### src/rtl/ram_wr_buffer_ctrl.sv
// Posted-write buffer in front of a single-clock RAM; drains writes when no read is accepted and resolves read-after-write hazards.
// Optional macro RAM_WR_BUFFER_CTRL_FWD_EN forwards read hits from the buffer; without it a hitting read stalls until the hit drains.
module ram_wr_buffer_ctrl #(
    parameter int WIDTH      = 32,
    parameter int WORD_SIZE  = 8,
    parameter int WBUF_DEPTH = 4
) (
    input  logic                          clk,
    input  logic                          rst,
    input  logic                          wr_valid,
    output logic                          wr_ready,
    input  logic [WORD_SIZE-1:0]          wr_addr_in,
    input  logic [WIDTH-1:0]              wr_data_in,
    input  logic                          rd_valid,
    output logic                          rd_ready,
    input  logic [WORD_SIZE-1:0]          rd_addr_in,
    output logic                          rsp_valid,
    output logic [WIDTH-1:0]              rsp_data,
    output logic                          ram_wr_en,
    output logic [WORD_SIZE-1:0]          ram_wr_addr,
    output logic [WIDTH-1:0]              ram_data_in,
    output logic [WORD_SIZE-1:0]          ram_rd_addr,
    input  logic [WIDTH-1:0]              ram_data_out,
    output logic [$clog2(WBUF_DEPTH):0]   wbuf_count
);

    localparam int PTR_W = $clog2(WBUF_DEPTH);
    localparam int CNT_W = PTR_W + 1;
    localparam logic [CNT_W-1:0] CNT_FULL = CNT_W'(WBUF_DEPTH);
    localparam logic [CNT_W-1:0] CNT_ONE  = CNT_W'(1);
    localparam logic [PTR_W-1:0] PTR_ONE  = PTR_W'(1);

    typedef enum logic {
        RUN   = 1'b0,
        STALL = 1'b1
    } state_t;

    state_t state, state_nxt;

    logic [WORD_SIZE-1:0] buf_addr [WBUF_DEPTH];
    logic [WIDTH-1:0]     buf_data [WBUF_DEPTH];
    logic [PTR_W-1:0]     head, tail, slot;
    logic [CNT_W-1:0]     count;
    logic [CNT_W-1:0]     stall_cnt, stall_cnt_nxt;
    logic [WORD_SIZE-1:0] last_addr;

    logic push, pop, rd_acc, rsp_fire, hit;
`ifdef RAM_WR_BUFFER_CTRL_FWD_EN
    logic [WIDTH-1:0] hit_data;
`else
    logic [PTR_W-1:0] hit_age;
`endif

    assign wr_ready   = (count != CNT_FULL);
    assign rd_ready   = (state == RUN);
    assign push       = wr_valid && wr_ready;
    assign rd_acc     = rd_valid && rd_ready;
    // An accepted read owns the cycle: the RAM never sees a write alongside a read.
    assign pop        = (count != '0) && !rd_acc && !rst;

    assign ram_wr_en   = pop;
    assign ram_wr_addr = buf_addr[head];
    assign ram_data_in = buf_data[head];
    assign ram_rd_addr = rd_acc ? rd_addr_in : last_addr;
    assign wbuf_count  = count;

    // Walk the valid entries oldest-first so the last match is the newest one.
    always_comb begin
        // NOTE: every combinational output gets a default first so no latch is inferred.
        hit  = 1'b0;
        slot = head;
`ifdef RAM_WR_BUFFER_CTRL_FWD_EN
        hit_data = '0;
`else
        hit_age = '0;
`endif
        for (int i = 0; i < WBUF_DEPTH; i++) begin
            slot = head + PTR_W'(i);
            if ((CNT_W'(i) < count) && (buf_addr[slot] == rd_addr_in)) begin
                hit = 1'b1;
`ifdef RAM_WR_BUFFER_CTRL_FWD_EN
                hit_data = buf_data[slot];
`else
                hit_age = PTR_W'(i);
`endif
            end
        end
    end

    always_comb begin
        state_nxt     = state;
        stall_cnt_nxt = stall_cnt;
        rsp_fire      = 1'b0;
        case (state)
            RUN: begin
                if (rd_acc) begin
`ifdef RAM_WR_BUFFER_CTRL_FWD_EN
                    rsp_fire = 1'b1;
`else
                    if (hit) begin
                        state_nxt     = STALL;
                        stall_cnt_nxt = CNT_W'(hit_age) + CNT_ONE;
                    end else begin
                        rsp_fire = 1'b1;
                    end
`endif
                end
            end
            STALL: begin
                // Counter at zero means every entry up to the newest hit has reached the RAM.
                if (stall_cnt == '0) begin
                    state_nxt = RUN;
                    rsp_fire  = 1'b1;
                end else if (pop) begin
                    stall_cnt_nxt = stall_cnt - CNT_ONE;
                end
            end
            default: state_nxt = RUN;
        endcase
    end

    always_ff @(posedge clk) begin
        if (rst) begin
            state     <= RUN;
            stall_cnt <= '0;
            head      <= '0;
            tail      <= '0;
            count     <= '0;
            last_addr <= '0;
            rsp_valid <= 1'b0;
            rsp_data  <= '0;
        end else begin
            state     <= state_nxt;
            stall_cnt <= stall_cnt_nxt;
            rsp_valid <= rsp_fire;
            if (push) tail <= tail + PTR_ONE;
            if (pop)  head <= head + PTR_ONE;
            case ({push, pop})
                2'b10:   count <= count + CNT_ONE;
                2'b01:   count <= count - CNT_ONE;
                default: count <= count;
            endcase
            if (rd_acc) last_addr <= rd_addr_in;
            if (rsp_fire) begin
`ifdef RAM_WR_BUFFER_CTRL_FWD_EN
                rsp_data <= (state == RUN && hit) ? hit_data : ram_data_out;
`else
                rsp_data <= ram_data_out;
`endif
            end
        end
    end

    // NOTE: the entry storage is deliberately not reset; count alone decides which entries are valid.
    always_ff @(posedge clk) begin
        if (push) begin
            buf_addr[tail] <= wr_addr_in;
            buf_data[tail] <= wr_data_in;
        end
    end

endmodule

### config.mk
export PLATFORM = sky130hd
export DESIGN_NAME = ram_wr_buffer_ctrl
export DESIGN_NICKNAME = d
export VERILOG_FILES = /design/src/rtl/ram_wr_buffer_ctrl.sv
export SDC_FILE = /design/constraint.sdc
export NUM_CORES = 1
export LEC_CHECK = 0
export BUFFER_PORTS_ARGS = -buffer_cell sky130_fd_sc_hd__clkbuf_2
export CAP_MARGIN = 20
export CORE_MARGIN = 2
export CORE_UTILIZATION = 60
export CTS_CLUSTER_DIAMETER = 200
export DETAILED_ROUTE_END_ITERATION = 10
export PLACE_DENSITY = 0.85
export SLEW_MARGIN = 20
export SYNTH_ARGS = -nofsm -noshare
export SYNTH_HDL_FRONTEND = slang
export SYNTH_SLANG_ARGS = --single-unit
### constraint.sdc
create_clock -name clk -period 4.2 [get_ports clk]
set_clock_uncertainty 0.15 [all_clocks]
set_input_delay 0.63 -clock clk [delete_from_list [all_inputs] [get_ports clk]]
set_output_delay 0.63 -clock clk [all_outputs]
set_load 0.01 [all_outputs]
==> results of run 1 <==
## sequential cells by signal (all words and copies together), names as in the netlist, named ones only
signal and cells:
buf_addr 32, buf_data 128, head 2, last_addr 8, rsp_data 32, rsp_valid 1
stall_cnt 3, state 1, tail 2, wbuf_count 3
## final cells by class
type | instances | area (µm²) | area share (%)
Sequential cell | 214 | 5888 | 54.20
Multi-Input combinational cell | 292 | 3019 | 27.79
Timing Repair Buffer | 178 | 923.4 | 8.500
Clock buffer | 31 | 688.2 | 6.335
Tap cell | 188 | 235.2 | 2.165
Clock inverter | 8 | 63.81 | 0.5874
Inverter | 12 | 45.04 | 0.4147
## kinds of logic (layout without fill, tap and decap cells)
group	Yosys count	after routing	share of synthesized area [%]
AO/OA/AOI/OAI	23	23	2.237
adder cells (fa/ha/maj)	11	11	1.500
AND/OR/NAND/NOR	115	115	5.659
XOR/XNOR	40	40	3.818
buffers and inverters	43	229	3.041
multiplexers	103	103	19.60
flip-flops	214	214	64.15
## power by group
part	switching [W]	leakage [nW]	internal, W
Sequential	0.0000848	1.91	0.00242
Combinational	0.000458	1.85	0.000432
Clock	0.000739	0.373	0.00120
## worst paths after layout
kind	to	depth (start not counted)	slack, ns
worst max-delay path	rsp_data[17]	10	0.76
worst min-delay path	buf_data[1][23]	1	0.20
worst min register to register	rsp_data[1]	2	0.35
worst max register to register	rsp_data[17]	10	0.76
## per-stage QoR
| stage | instance area, µm² | power [W] | instances | setup slack [ns] | util [%] |
|---|---|---|---|---|---|
| 3_5_place_dp | 10090 | 0.003437 | 883 | 0.7804 | 66.85 |
| 5_1_grt | 10860 | 0.005560 | 923 | 0.5381 | 71.99 |
| 6_report | 10860 | 0.005329 | 923 | 0.7621 | 71.99 |
| 3_3_place_gp | 10090 | 0.003401 | 883 | 0.9158 | 66.85 |
| 4_1_cts | 10840 | 0.005378 | 922 | 0.7663 | 71.83 |
| 2_1_floorplan | 9175 | 0.003151 | 549 | 1.329 | - |
## cells in the final DEF (no fill, tap or decap), drive strengths merged, types with 2 or more instances in the layout
master  count
nor2       46
dfxtp      54
edfxtp    160
o21ai       4
clkinv      6
xor2        9
nor2b      10
nand2      30
inv        12
or3         5
xnor2      31
mux2i      45
buf         8
mux4       56
nor3        9
a21oi       5
ha         11
nor4        2
clkbuf    201
nand4       2
nand3       4
and3        4
mux2        2
## layer usage
metal,up-vias,GRT usage (%)
met5,-,0
met4,0,5.171
met3,23,5.760
met2,178,36.84
met1,2587,27.99
li1,2454,-
==> impl_metrics.csv, run 1 <==
group,metric,value,unit
outcome,status,"finished clean",
logic_synthesis,ys_top_cells_by_area,"edfxtp_1, dfxtp_1, mux4_2",
hold_path,hold_class,"input port to flip-flop",
logic_synthesis,synth_edf_count,160,
cts,cts.sinks,214,
hold_path,min-delay-start,"wr_data_in[23]",
logic_synthesis,synth_area,9175,µm²
cts,cts-buffers-inserted,22,
sta,slew_headroom,29.08,%
power_and_ir_drop,ir_worst_vdd,0.0004746,V
cts,hold_buffers,0,
logic_synthesis,ys.flop_type,"edfxtp_1",
routing,wl_per_cell,18.87,µm
cells_and_area,drive_gt1_share,36.46,%
logic_synthesis,ys_seq_elements,214,
critical_path,cp-start-kind,"flip-flop",
power_and_ir_drop,powerDensity,490.6,nW/µm²
critical_path,critPathLaunch,"head[1]",
global_route,grtUsageTotal,21.56,%
critical_path,required,4.40,ns
placement,portBuffers,170,
logic_synthesis,synthTopCellsByCount,"edfxtp_1, dfxtp_1, nor2_1, mux2i_1, mux4_2",
cts,cts_tree,"done",
critical_path,end_kind,"flip-flop",
sta,drv_slew,0,
critical_path,rr_startpoint,"head[1]",
global_route,antenna_found_initial,0,
critical_path,crit_type,"flip-flop to flip-flop",
routing,viasPerCell,5.679,
routing,drt_first_pass_iters,4,
global_route,grt-ovfl-total,0,
flow_run,maxCapViolCount,0,
routing,vias,5242,
die,start_util,60.80,%
cts,htreeDepth,1,
sta,hold_violations,0,
critical_path,slowest_delay,0.58,ns
logic_synthesis,synth.most_common_cell,"edfxtp_1",
global_route,grt_pass1_wl,27370,µm
logic_synthesis,syn-num-nets,644,
global_route,grt_pass1_vias,5341,
die,ios,171,
sta,grt_setup_unrepaired,"false",
placement,gp_congestion,0.8837,
cells_and_area,nFillCells,975,
routing,dr_wl_met3,1341,µm
sta,tns,0,ns
routing,ant_nets,0,
cells_and_area,antenna_cells,0,
cells_and_area,final_nets,815,
power_and_ir_drop,p_leak,4.137,nW
die,fp.coreArea,15090,µm²
sta,holdWs,0.2032,ns
sta,fmax,290.9,MHz
routing,wl,17420,µm
sta,setup_viol,0,
cts,clkTransAtPathRegs,0.06,ns
logic_synthesis,ys_seq_area_share,64.15,%
critical_path,cp.arrival,3.64,ns
logic_synthesis,async_flop_share,0,%
logic_synthesis,avgSynthCellArea,16.71,µm²
routing,drc_errors,0,
cts,root_buffer,"clkbuf_16",
die,placementRows,45,
cells_and_area,area_growth,18.40,%
logic_synthesis,synth_cell_types,50,
cts,post_cts_buffers,0,
cts,clk_latency,0.49,ns
critical_path,crit_slowest_cell,"mux4_1",
logic_synthesis,yosysTopAreaCell,"edfxtp_1",
placement,dp_hpwl,11720,µm
logic_synthesis,synth_cells,549,
routing,dr_wl_met2,8639,µm
cts,cts_resized,0,
routing,drtIter0Drc,320,
die,die_width,127.7,µm
routing,wl_met1,7147,µm
logic_synthesis,ys_warn_count,0,
critical_path,critPathTopFamily,"multiplexers",
critical_path,path_buf_inv,2,
global_route,grt_max_degree,53,
critical_path,cp_max_fo,33,
logic_synthesis,yosysTopAreaCellShare,52.37,%
sta,post-route-min-period,3.438,ns
critical_path,crit_chain,"buf_4 -> mux4_1 -> xor2_1 -> nor2_1 -> o2111a_1 -> o21bai_4 -> o41ai_4 -> buf_4 -> mux2i_1 -> nor2_1",
sta,post-route-period-util,81.86,%
die,dieArea,16300,µm²
routing,top_layer,"met4",
sta,worst_pin_slew,1.064,ns
cts,clockBufferDepth,3,
die,fp.dieH,127.7,µm
Note: power is estimated with default switching activity, not from simulation.
==> run 2, diff against run 1 <==
CORE_UTILIZATION = 56   (was 60)
PLACE_DENSITY = 0.8   (was 0.85)
clock period = 3.3 ns   (was 4.2 ns; I/O delays follow)
==> run 2 against run 1 <==
Core utilization fell by 3.1 points. Largest power group unchanged. Critical endpoint is now stall_cnt[0]. Maximum frequency rose by 11%. Critical path depth fell by 2. Critical path type unchanged. Flip-flop and latch count did not move. Die area rose by 6.9%. Routed wire length rose by 5.5%. Setup slack got worse by 0.55 ns. Worst hold slack got worse by 0.16 ns. Non-clock buffer count rose by 7.
==> impl_metrics.csv, run 2 (same netlist as run 1, synthesis figures left out) <==
group,metric,value,unit
outcome,status,"finished clean",
global_route,grt_pass1_wl,29350,µm
cells_and_area,finalNonFillerCells,956,
routing,top_layer,"met4",
global_route,grt_pass1_vias,5602,
cells_and_area,final_cell_mix,"clkbuf_2, edfxtp_1, dfxtp_1",
critical_path,crit_chain,"buf_4 -> mux4_2 -> xnor2_1 -> nand3_1 -> a2111oi_2 -> o31ai_2 -> or3b_1 -> a31oi_1",
sta,tns,0,ns
cells_and_area,drive_gt1_share,36.89,%
cells_and_area,largest_reg_flops,128,
critical_path,cp.arrival,3.37,ns
placement,dp_hpwl,12660,µm
power_and_ir_drop,p_leak,4.176,nW
hold_path,min-delay-start,"wr_data_in[17]",
routing,wl,18380,µm
critical_path,r2r_cells,8,
power_and_ir_drop,p_total,0.006839,W
die,start_util,57.55,%
die,fp.dieH,132,µm
hold_path,hold_class,"input port to flip-flop",
critical_path,required,3.57,ns
routing,wl_met1,7490,µm
cells_and_area,antenna_cells,0,
cts,hold_buffers,0,
global_route,grt-ovfl-total,0,
cells_and_area,final_nets,822,
critical_path,cp_max_fo,12,
sta,post-route-min-period,3.092,ns
die,ios,171,
routing,drc_errors,0,
die,dieArea,17420,µm²
power_and_ir_drop,ir_worst_vdd,0.0004828,V
global_route,grtUsageTotal,21.07,%
cells_and_area,final_common_cell,"clkbuf_2",
routing,ant_nets,0,
critical_path,crit_slowest_cell,"mux4_2",
cts,clk_latency,0.52,ns
sta,fmax,323.4,MHz
sta,hold_violations,0,
sta,worst_pin_slew,0.6335,ns
routing,dr_wl_met3,1483,µm
cts,cts.sinks,214,
routing,wl_per_cell,19.23,µm
die,die_width,132,µm
sta,slew_headroom,57.38,%
routing,vias,5328,
die,fp.coreArea,15940,µm²
global_route,antenna_found_initial,0,
critical_path,crit_type,"flip-flop to flip-flop",
routing,viasPerCell,5.573,
global_route,grt_max_degree,53,
cts,cts-buffers-inserted,22,
placement,gp_congestion,0.8389,
cts,htreeDepth,1,
die,placementRows,46,
cts,clkTransAtPathRegs,0.06,ns
critical_path,end_kind,"flip-flop",
placement,portBuffers,170,
sta,drv_slew,0,
cells_and_area,multiInputGateArea,3015,µm²
cells_and_area,nFillCells,1068,
cts,cts_resized,0,
cells_and_area,ff_latch_area,5888,µm²
sta,post-route-period-util,93.71,%
power_and_ir_drop,powerDensity,622.3,nW/µm²
routing,drtIter0Drc,250,
critical_path,slowest_delay,0.56,ns
routing,drt_first_pass_iters,4,
cells_and_area,area_growth,19.77,%
flow_run,maxCapViolCount,0,
cts,clockBufferDepth,3,
critical_path,rrSetupSlack,0.21,ns
placement,dp_cells,919,
hold_path,hold_depth,1,
cells_and_area,top_regs,"buf_data: 128 flops, buf_addr: 32 flops, rsp_data: 32 flops",
sta,grt_setup_unrepaired,"false",
cts,root_buffer,"clkbuf_16",
hold_path,hold_end,"buf_data[2][17]",
critical_path,cp-start-kind,"flip-flop",
routing,dr_wl_met2,8952,µm
sta,setup_viol,0,
cts,cts_tree,"done",
critical_path,r2r-end,"stall_cnt[0]",
cells_and_area,top_register,"buf_data",
cts,post_cts_buffers,0,
## run 2: changes by cell type in the layout (fill, tap and decap cells not counted), sizes merged
cell	delta
clkinv	+2
inv	-1
buf	+7
bufinv	+2
clkbuf	-5
## run 2: cell type report
| type | count | area share, % |
|---|---|---|
| clock buffer | 26 | 5.237 |
| clock inverter | 11 | 1.423 |
| inverter | 12 | 0.4099 |
| multi-input combinational | 292 | 27.44 |
| sequential | 214 | 53.58 |
| tap | 216 | 2.459 |
| timing repair buffer | 185 | 9.450 |
## run 2: per-layer routing
metal | vias up | global-route usage [%]
met3 | 33 | 5.267
met4 | 0 | 5.314
li1 | 2465 | -
met1 | 2623 | 27.42
met2 | 207 | 35.85
met5 | - | 0
## run 2: stage by stage
stage	hold slack (ns)	utilization (%)	setup WS, ns	cell area [µm²]
after global routing	0.03369	68.93	0.008979	10990
after detailed placement	0.3377	64.34	0.2375	10260
final	0.03891	68.93	0.2077	10990
after CTS	0.02550	68.93	0.2020	10990
after floorplan	0.3195	-	0.4291	9175
after global placement	0.3233	64.34	0.2986	10260
## run 2: worst max path at each step
stage                   start           end  slack, ns
finish              flip-flop  stall_cnt[0]       0.21
global route        flip-flop  stall_cnt[0]      0.009
CTS                 flip-flop  stall_cnt[0]       0.20
detailed placement  flip-flop  stall_cnt[0]       0.24
global placement    flip-flop  stall_cnt[0]       0.30
floorplan             head[1]  rsp_data[10]       0.43
## run 2: report_power, final
group          internal [W]  switching (W)  total (W)
combinational      0.000573       0.000618    0.00119
clock               0.00149       0.000999    0.00248
sequential          0.00307      0.0000913    0.00316
## run 2: critical path, delay by kind of cell, from the launching register on
family / cells / cell delay, ns
AND/OR/NAND/NOR: 2 / 0.50
flip-flops: 1 / 0.49
AO/OA/AOI/OAI: 3 / 0.84
buffers and inverters: 1 / 0.30
multiplexers: 1 / 0.56
XOR/XNOR: 1 / 0.17
